### src/rtl/uart_pkg.sv
// Shared types and helpers for the buffered UART transmitter.
//   state_t  : transmitter FSM states
//   PAR_*    : parity-mode encodings for the PARITY parameter
//   clog2    : ceiling log2, used to size counters and pointers
package uart_pkg;

   typedef enum logic [2:0] {
      ST_IDLE,
      ST_START,
      ST_DATA,
      ST_PARITY,
      ST_STOP
   } state_t;

   localparam int PAR_NONE = 0;
   localparam int PAR_ODD  = 1;
   localparam int PAR_EVEN = 2;

   function automatic int clog2(input int value);
      int r;
      int v;
      r = 0;
      v = value - 1;
      while (v > 0) begin
         r = r + 1;
         v = v >> 1;
      end
      return r;
   endfunction

endpackage

### src/rtl/uart_fifo.sv
// Synchronous TX FIFO with registered occupancy.
//   clk, rst        : clock, async active-low reset
//   push, push_data : write request; accepted when not full or popping this cycle
//   pop             : remove head entry (caller guarantees not empty)
//   head            : current head entry
//   count           : number of stored entries
//   full, empty     : occupancy flags
module uart_fifo
   import uart_pkg::*;
#(
   parameter int WIDTH = 8,
   parameter int DEPTH = 4
) (
   input  logic                    clk,
   input  logic                    rst,
   input  logic                    push,
   input  logic [WIDTH-1:0]        push_data,
   input  logic                    pop,
   output logic [WIDTH-1:0]        head,
   output logic [clog2(DEPTH):0]   count,
   output logic                    full,
   output logic                    empty
);

   localparam int PW = clog2(DEPTH);
   localparam int CW = PW + 1;
   localparam logic [CW-1:0] DEPTH_C = CW'(DEPTH);

   logic [WIDTH-1:0] mem [DEPTH];
   logic [PW-1:0]    wr_ptr;
   logic [PW-1:0]    rd_ptr;
   logic [CW-1:0]    count_nxt;
   logic             push_ok;
   logic             pop_ok;

   // A full FIFO still takes a write when the head leaves in the same cycle.
   assign push_ok = push && (!full || pop);
   assign pop_ok  = pop && !empty;
   assign empty   = (count == '0);
   assign head    = mem[rd_ptr];

   always_comb begin
      count_nxt = count;
      if (push_ok && !pop_ok) begin
         count_nxt = count + CW'(1);
      end else if (pop_ok && !push_ok) begin
         count_nxt = count - CW'(1);
      end
   end

   always_ff @(posedge clk or negedge rst) begin
      if (!rst) begin
         wr_ptr <= '0;
         rd_ptr <= '0;
         count  <= '0;
         full   <= 1'b0;
      end else begin
         if (push_ok) begin
            wr_ptr <= wr_ptr + PW'(1);
         end
         if (pop_ok) begin
            rd_ptr <= rd_ptr + PW'(1);
         end
         count <= count_nxt;
         full  <= (count_nxt == DEPTH_C);
      end
   end

   always_ff @(posedge clk) begin
      if (push_ok) begin
         mem[wr_ptr] <= push_data;
      end
   end

endmodule

### src/rtl/uart_tx_fifo.sv
// Buffered UART transmitter: bytes queue into a FIFO and are serialised
// start / data (LSB first) / optional parity / stop, gated on cts.
//   clk, rst  : clock, async active-low reset
//   wr_en     : write strobe, wr_data queued when accepted
//   cts       : clear-to-send, checked only when a frame could start
//   full      : FIFO full
//   count     : FIFO occupancy
//   overflow  : one-cycle pulse for a write dropped because the FIFO was full
//   busy      : transmitter not idle
//   rts       : high for the whole frame, start bit through last stop bit
//   txd       : serial output, idle high
//
// state     | meaning
// ----------+-----------------------------------------------
// ST_IDLE   | line high, waiting for queued data and cts
// ST_START  | start bit (low) for one bit period
// ST_DATA   | DATA_BITS data bits, LSB first
// ST_PARITY | parity bit (never entered when PARITY is none)
// ST_STOP   | stop bit(s) high; may chain directly into the next START
module uart_tx_fifo
   import uart_pkg::*;
#(
   parameter int BAUD_DIV   = 16,
   parameter int DATA_BITS  = 8,
   parameter int PARITY     = 0,
   parameter int STOP_BITS  = 1,
   parameter int FIFO_DEPTH = 4
) (
   input  logic                        clk,
   input  logic                        rst,
   input  logic                        wr_en,
   input  logic [DATA_BITS-1:0]        wr_data,
   input  logic                        cts,
   output logic                        full,
   output logic [clog2(FIFO_DEPTH):0]  count,
   output logic                        overflow,
   output logic                        busy,
   output logic                        rts,
   output logic                        txd
);

   if (BAUD_DIV < 2) begin : g_chk_baud
      $error("uart_tx_fifo: BAUD_DIV must be at least 2");
   end
   if (DATA_BITS < 5 || DATA_BITS > 8) begin : g_chk_data
      $error("uart_tx_fifo: DATA_BITS must be 5..8");
   end
   if (PARITY != PAR_NONE && PARITY != PAR_ODD && PARITY != PAR_EVEN) begin : g_chk_par
      $error("uart_tx_fifo: PARITY must be 0, 1 or 2");
   end
   if (STOP_BITS != 1 && STOP_BITS != 2) begin : g_chk_stop
      $error("uart_tx_fifo: STOP_BITS must be 1 or 2");
   end
   if (FIFO_DEPTH < 2 || (FIFO_DEPTH & (FIFO_DEPTH - 1)) != 0) begin : g_chk_depth
      $error("uart_tx_fifo: FIFO_DEPTH must be a power of two, at least 2");
   end

   localparam int BCW = clog2(STOP_BITS * BAUD_DIV);
   localparam int BTW = clog2(DATA_BITS);
   localparam logic [BCW-1:0] BIT_LAST  = BCW'(BAUD_DIV - 1);
   localparam logic [BCW-1:0] STOP_LAST = BCW'(STOP_BITS * BAUD_DIV - 1);
   localparam logic [BTW-1:0] DATA_LAST = BTW'(DATA_BITS - 1);

   state_t               state;
   state_t               state_nxt;
   logic [BCW-1:0]       baud_cnt;
   logic [BCW-1:0]       baud_nxt;
   logic [BTW-1:0]       bit_cnt;
   logic [BTW-1:0]       bit_nxt;
   logic [DATA_BITS-1:0] shift_q;
   logic [DATA_BITS-1:0] shift_nxt;
   logic [DATA_BITS-1:0] head;
   logic                 par_q;
   logic                 par_nxt;
   logic                 head_par;
   logic                 txd_nxt;
   logic                 pop;
   logic                 start_ok;
   logic                 fifo_empty;

   uart_fifo #(
      .WIDTH (DATA_BITS),
      .DEPTH (FIFO_DEPTH)
   ) u_fifo (
      .clk       (clk),
      .rst       (rst),
      .push      (wr_en),
      .push_data (wr_data),
      .pop       (pop),
      .head      (head),
      .count     (count),
      .full      (full),
      .empty     (fifo_empty)
   );

   assign start_ok = !fifo_empty && cts;
   // Parity is fixed when the byte is loaded so the shifter can be consumed freely.
   assign head_par = (PARITY == PAR_ODD) ? ~(^head) : (^head);
   assign busy     = (state != ST_IDLE);

   always_comb begin
      state_nxt = state;
      baud_nxt  = baud_cnt + BCW'(1);
      bit_nxt   = bit_cnt;
      shift_nxt = shift_q;
      par_nxt   = par_q;
      pop       = 1'b0;
      case (state)
         ST_IDLE: begin
            baud_nxt = '0;
            if (start_ok) begin
               pop       = 1'b1;
               shift_nxt = head;
               par_nxt   = head_par;
               state_nxt = ST_START;
            end
         end
         ST_START: begin
            if (baud_cnt == BIT_LAST) begin
               baud_nxt  = '0;
               bit_nxt   = '0;
               state_nxt = ST_DATA;
            end
         end
         ST_DATA: begin
            if (baud_cnt == BIT_LAST) begin
               baud_nxt = '0;
               if (bit_cnt == DATA_LAST) begin
                  state_nxt = (PARITY != PAR_NONE) ? ST_PARITY : ST_STOP;
               end else begin
                  bit_nxt   = bit_cnt + BTW'(1);
                  shift_nxt = shift_q >> 1;
               end
            end
         end
         ST_PARITY: begin
            if (baud_cnt == BIT_LAST) begin
               baud_nxt  = '0;
               state_nxt = ST_STOP;
            end
         end
         ST_STOP: begin
            if (baud_cnt == STOP_LAST) begin
               baud_nxt = '0;
               // Chaining straight into START keeps queued frames gap-free.
               if (start_ok) begin
                  pop       = 1'b1;
                  shift_nxt = head;
                  par_nxt   = head_par;
                  state_nxt = ST_START;
               end else begin
                  state_nxt = ST_IDLE;
               end
            end
         end
         default: begin
            baud_nxt  = '0;
            state_nxt = ST_IDLE;
         end
      endcase
   end

   // txd is derived from the next state so the pin is a clean flop output.
   always_comb begin
      txd_nxt = 1'b1;
      case (state_nxt)
         ST_START:  txd_nxt = 1'b0;
         ST_DATA:   txd_nxt = shift_nxt[0];
         ST_PARITY: txd_nxt = par_nxt;
         default:   txd_nxt = 1'b1;
      endcase
   end

   always_ff @(posedge clk or negedge rst) begin
      if (!rst) begin
         state    <= ST_IDLE;
         baud_cnt <= '0;
         bit_cnt  <= '0;
         shift_q  <= '0;
         par_q    <= 1'b0;
         txd      <= 1'b1;
         rts      <= 1'b0;
         overflow <= 1'b0;
      end else begin
         state    <= state_nxt;
         baud_cnt <= baud_nxt;
         bit_cnt  <= bit_nxt;
         shift_q  <= shift_nxt;
         par_q    <= par_nxt;
         txd      <= txd_nxt;
         rts      <= (state_nxt != ST_IDLE);
         overflow <= wr_en && full && !pop;
      end
   end

endmodule

### config.mk
export PLATFORM = sky130hd
export DESIGN_NAME = uart_tx_fifo
export DESIGN_NICKNAME = d
export VERILOG_FILES = /design/src/rtl/uart_pkg.sv /design/src/rtl/uart_fifo.sv /design/src/rtl/uart_tx_fifo.sv
export SDC_FILE = /design/constraint.sdc
export NUM_CORES = 1
export LEC_CHECK = 0
export BUFFER_PORTS_ARGS = -buffer_cell sky130_fd_sc_hd__buf_4
export CAP_MARGIN = 10
export CORE_ASPECT_RATIO = 0.6
export CORE_MARGIN = 2
export CORE_UTILIZATION = 30
export CTS_CLUSTER_SIZE = 24
export DETAILED_ROUTE_END_ITERATION = 10
export PLACE_DENSITY_LB_ADDON = 0.1
export SYNTH_ARGS = -nofsm -noshare
export SYNTH_HDL_FRONTEND = slang
export SYNTH_SLANG_ARGS = --single-unit
### constraint.sdc
create_clock -name clk -period 2.8 [get_ports clk]
set_input_delay 0.28 -clock clk [delete_from_list [all_inputs] [get_ports clk]]
set_output_delay 0.28 -clock clk [all_outputs]
set_load 0.01 [all_outputs]
; ---- Word level (Yosys, flattened, before mapping)
; Memory sizes are Yosys's and may differ from the RTL's.
; Cells that the tools add are included.
[word_totals]
ff_bits = 30
elab_cells = 87
memories = 1
input_bits = 12
ram_bits = 32
out_inout_bits = 8
[op_classes]
mux = 30
reduce_logical = 23
n_eq_ne = 14
addsub = 6
[mem_list]
columns = name, depth, word_bits, read_ports, rd_clocked_by_memory_dff, wr, line
row1 = u_fifo.mem, 4, 8, 1, 0, 1, uart_fifo.sv:29  ; logic [WIDTH-1:0] mem [DEPTH];
[op_table]
columns = cell, count
row1 = 2-to-1 mux 3 bit, 11
row2 = 2-to-1 mux 8 bit, 4
row3 = one-hot mux 8 bit (3 select lines), 1
row4 = one-hot mux 3 bit (5 select lines), 1
row5 = equality test 3 x 2 -> 1 bit (second input constant), 4
row6 = equality test 3 bit (second input constant), 3
row7 = nonzero test 3 bit, 3
row8 = 2-to-1 mux 4 bit, 2
row9 = != test 2 bit (second input constant), 4
row10 = AND reduction 4 bit, 2
row11 = parity 8 bit, 1
row12 = logical AND 1 bit, 7
row13 = 2-to-1 mux 1 bit, 7
row14 = adder 3 x 1 -> 3 bit (second input constant), 2
row15 = equality test 3 x 1 -> 1 bit (second input constant), 2
row16 = zero test 3 bit, 2
row17 = one-hot mux 3 bit (2 select lines), 1
row18 = zero test 1 bit, 5
row19 = adder 2 x 1 -> 2 bit (second input constant), 2
row20 = adder 4 x 1 -> 4 bit (second input constant), 1
row21 = equality test 4 bit (second input constant), 1
row22 = one-hot mux 1 bit (2 select lines), 2
row23 = OR reduction 4 bit, 1
row24 = one-hot mux 1 bit (3 select lines), 1
row25 = other kinds (3), 3

; ---- Depth between registers and ports, before layout
[depth]
ltp_word = 13
depth_mapped = 9
depth_no_buf = 9

; ---- By module
; Synthesis repeated with hierarchy kept, for this count alone.
[hier_totals]
hier_cells = 205
area_unflattened_um2 = 2896.5
[modules_own_cells]
columns = mod, cells_per_inst, instances, seq_area_each_um2, area_each_um2
row1 = uart_fifo, 103, 1, 1161.1, 1744.2
row2 = uart_tx_fifo, 102, 1, 551.8, 1152.4

; ---- Worst setup path after synthesis
; No wires, ideal clock.
[synth_path]
kind = reg2reg
from = reg u_fifo.count[1]
to = mem u_fifo.mem[0][0], enable pin
period_less_slack_ns = 2.590
path_buffers = 0
setup_time_ns = 0.332
slack_ns = 0.210
arrival_time_ns = 2.258
path_stages_with_launch = 9
t_required_ns = 2.468
cell_sequence = dfrtp_1 inv_1 ha_1 ha_1 or4b_4 a21oi_4 inv_2 a21boi_2 and2_1
[synth_via]
elab_chain_len = 10
[synth_lines]
columns = item, line
row1 = start: declaration, uart_fifo.sv:20  ; output logic [clog2(DEPTH):0] count,
row2 = start signal: assignment, uart_fifo.sv:64  ; count <= count_nxt;
row3 = zero test 3 bit (*), uart_fifo.sv:39  ; assign empty = (count == '0);
row4 = zero test 1 bit (*), uart_tx_fifo.sv:96  ; assign start_ok = !fifo_empty && cts;
row5 = logical AND 1 bit (*), uart_tx_fifo.sv:96
row6 = 2-to-1 mux 1 bit (*), "uart_tx_fifo.sv:111, uart_tx_fifo.sv:146"
row7 = 2-to-1 mux 1 bit, uart_tx_fifo.sv:143  ; if (baud_cnt == STOP_LAST) begin
row8 = one-hot mux 1 bit (2 select lines) (*), uart_tx_fifo.sv:108  ; case (state)
row9 = logical OR 1 bit (*), uart_fifo.sv:37  ; assign push_ok = push && (!full || pop);
row10 = logical AND 1 bit (*), uart_fifo.sv:37
row11 = 2-to-1 mux 1 bit (*), uart_fifo.sv:70  ; if (push_ok) begin
row12 = 2-to-1 mux 1 bit (not written as such) (*), uart_fifo.sv:71  ; mem[wr_ptr] <= push_data;
row13 = end: declaration, uart_fifo.sv:29
; Mark *: on every way between the ends. The rest lies on a longest branch, timed or not.

; ---- Worst setup path in the final report
[layout_path]
from = reg u_fifo.count[0]
to = mem u_fifo.mem[2][3], enable pin
; The elaborated chain is that of the path after synthesis.

==> impl_metrics.tcl <==
set metrics [dict create \
    outcome "completed" \
    period_needed_ns 2.57 \
    grt-ovfl-total 0 \
    dieWidth_um 129 \
    cp.required_ns 2.78 \
    numCtsBuffers 9 \
    drt_wl_total_um 5740 \
    finalHoldViolCount 0 \
    synth_area_mm2 0.00281 \
    hold_ws_ns 0.162 \
    first_pass_iters 5 \
    maxSlewHeadroom_pct 60.8 \
    worstSetupPathType "reg2reg" \
    hold_class "in2reg" \
    synth.area.top_cells "edfxtp_1, dfrtp_1, mux4_2" \
    drv_slew 0 \
    clock-sinks 62 \
    wire_per_inst_um 16.1 \
    drtIter0Drc 155 \
    syn_inst 201 \
    grtUsageTotal_pct 13.3 \
    utilization_pct 37.7 \
    synth_top_cell_by_area "edfxtp_1" \
    synth-edff-count 32 \
    syn2layout_area_growth_pct 22.3 \
    synthArstFlopShare_pct 48.4 \
    irDropWorstVdd_v 0.000330 \
    vias_per_cell 4.65 \
    path_clk_slew_ns 0.05 \
    final_cell_mix "edfxtp_1, dfrtp_1, buf_4" \
    nets 257 \
    final-instance-count-excl-fill 356 \
    chipHeight_um 78.9 \
    grt_first_pass_wirelength_um 9730 \
    drive_above_1_share_pct 27.1 \
    htree_levels 3 \
    post-dp-hpwl_um 4150 \
    placementRows 27 \
    period_share_pct 91.7 \
    power.density_mw_per_mm2 813 \
    synth_seq_cells 62 \
    synth.distinct_cells 44 \
    clockRootBuffer "clkbuf_16" \
    end_kind "register" \
    dp_slack_ns 0.199 \
    grt_pass1_vias 1756 \
    cts_buffer_depth 2 \
    rsz0062_at_grt "no" \
    port_buffers 19 \
    cap_violations 0 \
    cts_tree "done" \
    final_common_cell "edfxtp_1" \
    initial_core_util_pct 30.8 \
    cp_max_fo 8 \
    postCtsSetupBuffers 0 \
    p_leak_nw 1.40 \
    antenna_found_initial 0 \
    syn_area_per_cell_um2 14.0 \
    ys.warnings.count 0 \
    worstSkewPairLatency_ns 0.32 \
    gp_congestion 0.756 \
    worstMarginPinSlew_ns 0.588 \
    vias 1655 \
    synth_seq_area_share_pct 61.0 \
    cp-start-kind "register" \
    fmaxAchievable_ghz 0.390 \
    skew_ns 0.00442 \
    crit_arrival_ns 2.54 \
    core-area_mm2 0.00912 \
    drc 0 \
    synth_ff_type "edfxtp_1" \
    yosysTopAreaCellShare_pct 34.2 \
    ant_nets 0 \
    fin_ws_ns 0.233 \
    tns_ns 0 \
    finalSetupViolCount 0 \
    grt_max_degree 31 \
    antennaDiodeCount 0 \
    ios 20 \
    dp_cells 339 \
    fill_cells 890 \
    die_area_mm2 0.0102 \
    syn_nets 223 \
]
==> synthesized netlist by cell type, types with 2 or more instances <==
cell type,instances
edfxtp_1,32
dfrtp_1,29
inv_1,16
xnor2_1,12
ha_1,10
nand2_1,10
nor2_1,10
a21oi_1,9
o21ai_0,9
mux4_2,8
a222oi_1,7
and2_1,4
and3_1,4
clkbuf_1,4
buf_2,3
a22o_1,2
mux2_2,2
mux2i_1,2
nor2b_1,2
nor3_1,2
==> area by class of cell <==
cell class / instances / area, um^2 / area share (%)
clock buffers: 12 / 236 / 6.89
clock inverters: 4 / 47.5 / 1.38
inverters: 17 / 63.8 / 1.86
multi-input cells: 115 / 1000 / 29.1
flip-flops and latches: 62 / 1710 / 49.9
well taps: 116 / 145 / 4.23
repair buffers: 30 / 228 / 6.63
==> timing repair <==
action | 4_1_cts | 5_1_grt
setup endpoints to repair | 0 | 0
resized for setup | 0 | 0
endpoints found under the hold margin | 29 | 0
hold buffers | 1 | 0
==> metrics by stage <==
step	area, um^2	total power [W]
6_report	3430	0.00279
5_1_grt	3430	0.00297
4_1_cts	3430	0.00285
3_5_place_dp	3140	0.00175
3_3_place_gp	3140	0.00176
2_1_floorplan	2810	0.00154
==> per-layer routing <==
metal | up-vias | wire [um] | track usage, %
met5 | - | 0 | 0
met4 | 0 | 35 | 4.57
met3 | 2 | 249 | 5.39
met2 | 27 | 2350 | 16.9
met1 | 818 | 3110 | 19.9
li1 | 808 | - | -
==> registers in the layout, indices dropped and copies added, names as in the netlist <==
signal / cells
par_q: 1
state: 3
overflow: 1
u_fifo.full: 1
u_fifo.wr_ptr: 2
bit_cnt: 3
shift_q: 8
baud_cnt: 4
u_fifo.rd_ptr: 2
u_fifo.mem: 32
rts: 1
u_fifo.count: 3
txd: 1
==> power by group <==
| group | switching, W | internal, W |
|---|---|---|
| combinational | 0.000291 | 0.000272 |
| sequential | 0.0000620 | 0.00110 |
| clock | 0.000378 | 0.000686 |
==> cells by family after synthesis <==
logic type	count (synthesis)	share of synthesized area, %
xor+xnor	13	4.06
compound gates	35	9.80
buf+inv	24	3.34
fa+ha+maj	10	4.46
flops	62	61.0
simple gates	45	9.40
mux	12	7.93
==> worst paths after layout <==
check                           slack [ns]  depth (start not counted)          endpoint             from
worst min register to register        0.49                          2        bit_cnt[2]       bit_cnt[2]
worst min-delay path                  0.16                          1  u_fifo.mem[2][1]       wr_data[1]
worst max register to register        0.23                          8  u_fifo.mem[2][3]  u_fifo.count[0]
max in group asynchronous             2.05                          2               txd              rst
min in group asynchronous             0.43                          2        bit_cnt[1]              rst
worst max-delay path                  0.23                          8  u_fifo.mem[2][3]  u_fifo.count[0]
==> worst max-delay path, stage by stage (launching register included) <==
cell and delay, ns:
dfrtp_1 0.40, inv_1 0.06, ha_1 0.20, ha_1 0.20
or4b_4 0.58, a21oi_4 0.15, inv_2 0.05, a21boi_2 0.18
and2_1 0.40
(Power assumes the default switching activity.)
